### config.mk
export PLATFORM = sky130hd
export DESIGN_NAME = slurm16_cpu_scoreboard
export DESIGN_NICKNAME = d
export VERILOG_FILES = /design/src/rtl/slurm16_hazard_pkg.sv /design/src/rtl/slurm16_reg_scoreboard.sv /design/src/rtl/slurm16_cpu_scoreboard.sv
export SDC_FILE = /design/constraint.sdc
export NUM_CORES = 1
export LEC_CHECK = 0
export ABC_AREA = 1
export CAP_MARGIN = 20
export CORE_ASPECT_RATIO = 2
export CORE_UTILIZATION = 30
export DETAILED_ROUTE_END_ITERATION = 7
export DONT_BUFFER_PORTS = 1
export PLACE_DENSITY = 0.53
export SLEW_MARGIN = 20
export SYNTH_ARGS = -nofsm -noshare
export SYNTH_HDL_FRONTEND = slang
export SYNTH_SLANG_ARGS = --single-unit
### constraint.sdc
create_clock -name CLK -period 2.45 [get_ports CLK]
set_input_delay 0.245 -clock CLK [delete_from_list [all_inputs] [get_ports CLK]]
set_output_delay 0.245 -clock CLK [all_outputs]
set_load 0.02 [all_outputs]
### src/rtl/slurm16_hazard_pkg.sv
// Shared hazard-tracking types and register constants for the SLURM16 pipeline.
// Stage entries carry the widest supported register index so the type is parameter-independent.
package slurm16_hazard_pkg;

  localparam int MAX_REGISTER_BITS = 8;
  localparam int R0                = 0;
  localparam int LINK_REGISTER     = 15;

  typedef struct packed {
    logic                         valid;
    logic [MAX_REGISTER_BITS-1:0] dest;
    logic                         mod_flags;
    logic                         is_load;
  } stage_t;

  localparam stage_t STAGE_EMPTY = '0;

endpackage

### src/rtl/slurm16_reg_scoreboard.sv
// One pending bit per register for multi-cycle loads still outstanding in memory.
// A set and a clear of the same register in one cycle leaves the bit set; R0 never pends.
module slurm16_reg_scoreboard
  import slurm16_hazard_pkg::*;
#(
  parameter int REGISTER_BITS = 7,
  parameter int NUM_REGS      = 2**REGISTER_BITS
) (
  input  logic                     CLK,
  input  logic                     RSTb,
  input  logic                     set,
  input  logic [REGISTER_BITS-1:0] set_reg,
  input  logic                     clr,
  input  logic [REGISTER_BITS-1:0] clr_reg,
  input  logic [REGISTER_BITS-1:0] look_a,
  input  logic [REGISTER_BITS-1:0] look_b,
  input  logic [REGISTER_BITS-1:0] look_c,
  output logic                     hit_a,
  output logic                     hit_b,
  output logic                     hit_c
);

  logic [NUM_REGS-1:0] sb;
  logic [NUM_REGS-1:0] sb_next;

  // Set is applied after clear so it wins on a same-register collision.
  always_comb begin
    sb_next = sb;
    if (clr) sb_next[clr_reg] = 1'b0;
    if (set) sb_next[set_reg] = 1'b1;
    sb_next[R0] = 1'b0;
  end

  always_ff @(posedge CLK or negedge RSTb) begin
    if (!RSTb) sb <= '0;
    else       sb <= sb_next;
  end

  assign hit_a = sb[look_a];
  assign hit_b = sb[look_b];
  assign hit_c = sb[look_c];

endmodule

### src/rtl/slurm16_cpu_scoreboard.sv
// Hazard and stall unit: tracks in-flight writers over DEPTH stages plus outstanding loads,
// and flags dependencies of the p0 issue slot against both.
module slurm16_cpu_scoreboard
  import slurm16_hazard_pkg::*;
#(
  parameter int REGISTER_BITS = 7,
  parameter int DEPTH         = 3,
  parameter int NUM_REGS      = 2**REGISTER_BITS
) (
  input  logic                     CLK,
  input  logic                     RSTb,
  input  logic                     p0_valid,
  input  logic [REGISTER_BITS-1:0] p0_regA,
  input  logic [REGISTER_BITS-1:0] p0_regB,
  input  logic [REGISTER_BITS-1:0] p0_dest,
  input  logic                     p0_mod_flags,
  input  logic                     p0_uses_flags,
  input  logic                     p0_is_load,
  input  logic                     hold,
  input  logic                     flush,
  input  logic                     ld_done,
  input  logic [REGISTER_BITS-1:0] ld_done_reg,
  output logic [DEPTH-1:0]         hazard,
  output logic                     hazard_sb,
  output logic                     stall
);

  stage_t [DEPTH-1:0] stages;
  stage_t             entry;
  logic               advance;
  logic               sb_set;
  logic               hit_a, hit_b, hit_d;

  logic [MAX_REGISTER_BITS-1:0] reg_a_ext, reg_b_ext;
  logic                         reg_a_live, reg_b_live;

  assign reg_a_ext  = MAX_REGISTER_BITS'(p0_regA);
  assign reg_b_ext  = MAX_REGISTER_BITS'(p0_regB);
  assign reg_a_live = (p0_regA != REGISTER_BITS'(R0));
  assign reg_b_live = (p0_regB != REGISTER_BITS'(R0));
  assign advance    = ~hold & ~flush;

  // A stalled p0 enters stage 1 as a bubble so it is not tracked twice.
  always_comb begin
    entry = STAGE_EMPTY;
    if (p0_valid && !stall) begin
      entry.valid     = 1'b1;
      entry.dest      = MAX_REGISTER_BITS'(p0_dest);
      entry.mod_flags = p0_mod_flags;
      entry.is_load   = p0_is_load;
    end
  end

  always_ff @(posedge CLK or negedge RSTb) begin
    if (!RSTb) begin
      stages <= '0;
    end else if (flush) begin
      stages <= '0;
    end else if (!hold) begin
      for (int i = DEPTH - 1; i > 0; i--) stages[i] <= stages[i-1];
      stages[0] <= entry;
    end
  end

  genvar g;
  generate
    for (g = 0; g < DEPTH; g++) begin : g_cmp
      assign hazard[g] = p0_valid & stages[g].valid &
                         ((reg_a_live & (reg_a_ext == stages[g].dest)) |
                          (reg_b_live & (reg_b_ext == stages[g].dest)) |
                          (p0_uses_flags & stages[g].mod_flags));
    end
  endgenerate

  // The oldest stage hands a load over to the scoreboard only on a real advance.
  assign sb_set = advance & stages[DEPTH-1].valid & stages[DEPTH-1].is_load &
                  (stages[DEPTH-1].dest != MAX_REGISTER_BITS'(R0));

  slurm16_reg_scoreboard #(
    .REGISTER_BITS (REGISTER_BITS),
    .NUM_REGS      (NUM_REGS)
  ) u_sb (
    .CLK     (CLK),
    .RSTb    (RSTb),
    .set     (sb_set),
    .set_reg (stages[DEPTH-1].dest[REGISTER_BITS-1:0]),
    .clr     (ld_done),
    .clr_reg (ld_done_reg),
    .look_a  (p0_regA),
    .look_b  (p0_regB),
    .look_c  (p0_dest),
    .hit_a   (hit_a),
    .hit_b   (hit_b),
    .hit_c   (hit_d)
  );

  assign hazard_sb = p0_valid & (hit_a | hit_b | hit_d);
  assign stall     = (|hazard) | hazard_sb;

endmodule

# After elaboration in Yosys (flattened, before gate mapping)
# Index checks and enable logic that the tools add are counted.
# totals
regBits	160
inputBits	37
# classes
order_cmp	7
reduce_logical	8
n_bitwise	34
mux	15
eq_ne	7
# ops
operator	n
two-way mux 128 bit	2
bitwise AND 128 bit	1
inverter 128 bit	1
bitwise OR 128 bit	1
two-way mux 33 bit	2
== test 7 x 8 -> 1 bit	6
less-than comparator 7 x 8 -> 1 bit, second input constant	5
binary-select mux 1 bit (select 7 bit)	3
bitwise AND 1 bit	20
demux 1 bit (select 7 bit)	2
>= comparator 7 x 1 -> 1 bit, second input constant	2
nonzero test 7 bit	2
two-way mux 11 bit	1
bitwise OR 1 bit	9
nonzero test 8 bit	1
two-way mux 1 bit	5
logical AND 1 bit	3
OR reduction 3 bit	1
inequality test 2 x 1 -> 1 bit, second input constant	1
inverter 1 bit	2
zero test 1 bit	1

# Logic depth before layout (Yosys ltp)
# Gate-level depths: netlist (run 1).
# logic_depth
depth_word	12
depth_mapped	21
ltp_nobuf	18

# Modules after synthesis
# A second synthesis (run 1) with hierarchy kept.
# hier_totals
cells_unflattened	1674
area_unflattened_um2	10950.5
# by_module_without_submodules
module	area_per_inst_um2	cells_each	instances	seq_area_each_um2
slurm16_reg_scoreboard	9022.4	1407	1	3178.0
slurm16_cpu_scoreboard	1928.1	267	1	750.7

# Least setup slack after synthesis (run 1)
# No wires, ideal clock.
# synth_timing
path_kind	input port to output port
startpoint	input p0_regA[0]
endpoint	output stall
path_buffers	4
required_time_ps	2205
t_arrival_ps	1686
slack_ps	519
cell_stages	14
path_cell_list	buf_4 -> inv_2 -> buf_6 -> buf_6 -> nand4_2 -> nor4_4 -> nor2_1 -> nand3_1 -> nand3_1 -> nand3_1 -> inv_2 -> nor2_2 -> buf_4 -> nand2_1
# synth_between
elab_chain_len	7
elab_cells_between_ends	23
classes_between	3 x eq/ne; 2 x mux; 16 x bitwise; 2 x reduce/logical
# synth_rtl
item	line	text
start: declaration	slurm16_cpu_scoreboard.sv:13	input logic [REGISTER_BITS-1:0] p0_regA,
== test 7 x 8 -> 1 bit or nonzero test 7 bit (tied branches)	slurm16_cpu_scoreboard.sv:69, slurm16_cpu_scoreboard.sv:39	
bitwise AND 1 bit *	slurm16_cpu_scoreboard.sv:69	((reg_a_live & (reg_a_ext == stages[g].dest)) |
bitwise OR 1 bit *	slurm16_cpu_scoreboard.sv:69	
bitwise OR 1 bit *	slurm16_cpu_scoreboard.sv:70	(reg_b_live & (reg_b_ext == stages[g].dest)) |
bitwise AND 1 bit *	slurm16_cpu_scoreboard.sv:68	assign hazard[g] = p0_valid & stages[g].valid &
via hazard[2]	slurm16_cpu_scoreboard.sv:23	output logic [DEPTH-1:0] hazard,
OR reduction 3 bit *	slurm16_cpu_scoreboard.sv:98	assign stall = (|hazard) | hazard_sb;
bitwise OR 1 bit *	slurm16_cpu_scoreboard.sv:98	
end: declaration	slurm16_cpu_scoreboard.sv:25	output logic stall
# The timed path passes the listed nets; every way through them passes the cells marked *. The select of a mux whose other input is x is not followed.

# Worst setup path in the final report (run 1)
# layout_timing
startpoint	register u_sb.sb[10]
endpoint	output stall
# layout_between
elab_chain_len	6
elab_cells_between_ends	10
classes_between	6 x mux; 4 x bitwise
# layout_rtl
item	line	text
start: declaration	slurm16_reg_scoreboard.sv:23	logic [NUM_REGS-1:0] sb;
start signal: assignment	slurm16_reg_scoreboard.sv:36	else sb <= sb_next;
binary-select mux 1 bit (select 7 bit), on equally long branches	slurm16_reg_scoreboard.sv:39, slurm16_reg_scoreboard.sv:40	
two-way mux 1 bit, on equally long branches	slurm16_reg_scoreboard.sv:39, slurm16_reg_scoreboard.sv:40	
bitwise OR 1 bit	slurm16_cpu_scoreboard.sv:97	assign hazard_sb = p0_valid & (hit_a | hit_b | hit_d);
bitwise OR 1 bit *	slurm16_cpu_scoreboard.sv:97	
bitwise AND 1 bit *	slurm16_cpu_scoreboard.sv:97	
bitwise OR 1 bit *	slurm16_cpu_scoreboard.sv:98	
# Every way passes the cells marked *; elsewhere a longest branch is shown, timed or not. The select of a mux whose other input is x is not followed.

==> out/results.ini, run 1 <==
[sta]
worst_pin_slew_ns=0.847
max_slew_margin_pct=43.4
hold_viol=157
setup_viol=0
min_period_ns=2.37
setup_ws_ns=0.0816
finClkSkew_ns=0.00823
maxSlewViolCount=0
whs_ns=-0.514
fin_tns_setup_ns=0
period_share_pct=96.7
fmax_ghz=0.422
rsz0062_at_grt=true

[clocking]
cts_sinks=157
cts_buffers=17
clockRootBuffer=clkbuf_16
cts_tree=done
clock_path_buffers=2
cts_hold_buffers=11
clk_pin_slew_worst_paths_ns=0.06
insertion_delay_ns=0.46
htree_levels=4

[status]
failed_checks=negative hold slack
status=finished, violations left

[worst_setup_path]
worst-setup-path-type=flop to primary output
r2r-start=stages[28]
path_cells=nand2_1 -> nand3_1 -> nand3_1 -> nand2_1 -> nand2_1 -> nand3_1 -> nand3_1 -> nand2_1 -> nand2_1 -> nand2_1 -> inv_2 -> nand2_2 -> nand2_4 -> nand2_4
worstPathRequired_ns=2.20
endpoint_kind=primary output
arrival_ns=2.12
critPathMaxFanout=4
r2r_cells=9
reg2reg_to=u_sb.sb[21]
cpPeakStageDelay_ns=0.46
cpMaxStageDelayCell=dfrtp_1
cp_common_cell=nand2_1
r2r_slack_ns=0.25
critPathLaunchType=flop

[global_routing]
antenna_found_initial=0
grt_pass1_vias=12300
grt_max_degree=158
grt_pass1_wl_um=80400
use_met1_pct=30.8
track_usage_pct=30.1
gr-max-usage-layer=met2
met3_usage_pct=5.94
gr-total-overflow=0
use_met2_pct=49.9

[pwr]
switching_share_pct=27.8
seqPwrFrac_pct=44.3
power.density_nw_per_um2=489
combPwrFrac_pct=11.1
internal_power_mw=4.27
p_switching_mw=1.65
leakagePower_nw=5.28
peakVddDrop_uv=488
total_power_mw=5.92
power.share.clock_pct=44.6

[die]
die_x_um=137
fp.coreArea_um2=35900
dieArea_um2=37400
io_pins=42
placementRows=98
initial_core_util_pct=30.6
die_h_um=273

[final_layout]
drive_gt1_share_pct=6.62
area_growth_pct=10.2
nNetsFinal=1702
n_antenna_cell=0

[logic_synthesis]
syn-instance-count=1695
synth_top_family_by_area=simple AND/OR/NAND/NOR gates
synth.area.top_cells=dfrtp_1, nand2_1, nand3_1
synthSimpleGateAreaFrac_pct=37.9
synth_adder_area_share_pct=0
yosysMostFrequentCell=nand2_1
synth_edf_count=0
yosys.cell_types.count=30
synth_top_area_cell=dfrtp_1
seq_area_frac_synth_pct=35.8
synth.mux.area_fraction_pct=0
ys_async_sr_fraction_pct=100
netlist_area_um2=11000
synth-compound-area-share_pct=14.5
ys_ff_latch=157
post_synth.cell_area_avg_um2=6.48
synthTopCellsByCount=nand2_1, nand3_1, o21ai_0, dfrtp_1, inv_1
yosys_warnings=0
yosys.area_share.xor_xnor_pct=2.15
syn_nets=1732
synth_largest_type_area_fraction_pct=35.8
ys.flop_type=dfrtp_1

[placed_design]
place_hpwl_um=35700
place_ws_ns=0.101
numPortBuffers=0
gp_congestion=0.972

[routing]
drt-total-wl_um=54000
viasPerCell=5.82
drt_pass1_iterations=6
routedWlPerCell_um=25.4
drcViolationCount=0
num_vias=12400
drtIter0Drc=1240
antenna_left=0

[hold_path]
hold_path.class=input pin to async pin

[flow_run]
cap_violations=0

-- power groups by stage --
stage               clock (mW)  sequential (mW)  combinational, mW
global route              2.78             2.62              0.704
finish                    2.64             2.62              0.657
detailed placement           0             2.67              0.605
global placement             0             2.67              0.602
floorplan                    0             2.66              0.506
CTS                       2.67             2.62              0.633
-- worst max-delay path by stage --
stage | startpoint | end | slack (ns) | cells past startpoint
2_1_floorplan | p0_regA[0] | stall | 0.52 | 14
3_3_place_gp | p0_regB[1] | stall | 0.11 | 16
3_5_place_dp | p0_regB[1] | stall | 0.10 | 16
4_1_cts | u_sb.sb[101] | stall | 0.02 | 14
5_1_grt | u_sb.sb[8] | stall | -0.05 | 13
6_report | u_sb.sb[10] | stall | 0.08 | 14
-- what timing repair did --
item	CTS	global route
setup buffers	2	2
setup endpoints to repair	2	2
endpoints found under the hold margin	167	157
pin swaps	1	5
gates resized for setup	8	14
-- registers in the layout, summed over array words and instances (netlist names) --
name,flops
stages,30
u_sb.sb,127
-- placed cells by master (no fill, tap or decap), types with 6 or more instances in the layout --
cell	instances
nor2_1	34
xor2_1	27
dlygate4sd3_1	11
a21oi_1	19
inv_2	9
o21ai_0	266
o21ai_1	10
inv_1	103
nor3_1	15
buf_4	45
buf_12	6
nand4_1	24
clkbuf_16	17
nand2_1	578
nand3_1	298
dfrtp_1	156
o22ai_1	14
-- stage by stage --
stage          std cells  instance area, µm²  hold WS (ns)  utilization (%)
3_3_place_gp        2081               11300       -0.0442             31.6
4_1_cts             2126               12000        -0.530             33.5
6_report            2128               12100        -0.514             33.7
5_1_grt             2128               12100        -0.534             33.7
2_1_floorplan       1695               11000       -0.0506                -
3_5_place_dp        2081               11300       -0.0443             31.6
-- cells by family (layout without fill, tap and decap cells) --
group | after synthesis | in the layout
AND/OR/NAND/NOR | 972 | 972
flip-flops | 157 | 157
buffers and inverters | 227 | 210
AO/OA/AOI/OAI | 312 | 312
XOR/XNOR | 27 | 27
-- worst max-delay path: cells and delay by family (launching register included) --
family / cells / cell delay [ns]
AND/OR/NAND/NOR: 13 / 1.14
buffers and inverters: 1 / 0.05
flip-flops: 1 / 0.46
-- per-layer routing --
layer | part of all wire (%) | wire, µm
met3 | 6.9 | 3740
met5 | 0 | 0
met4 | 11 | 6030
met1 | 33 | 18000
met2 | 49 | 26200
-- final cells by class --
class / count / area, µm²
flip-flops and latches: 157 / 3930
clock inverters: 9 / 86.3
clock buffers: 23 / 468
inverters: 116 / 438
multi-input cells: 1311 / 6050
repair buffers: 62 / 568
fillers: 3940 / 23800
well taps: 450 / 563
No activity file was read; power rests on OpenSTA's default activity.
==> inputs of run 2 (changes only) <==
--- a/config.mk
+++ b/config.mk
@@ -12,6 +12,7 @@
 export DETAILED_ROUTE_END_ITERATION = 7
 export DONT_BUFFER_PORTS = 1
 export PLACE_DENSITY = 0.53
+export RECOVER_POWER = 50
 export SLEW_MARGIN = 20
 export SYNTH_ARGS = -nofsm -noshare
 export SYNTH_HDL_FRONTEND = slang
==> results of run 2 <==
Final layout, timing and power as in run 1 (identical DEF).
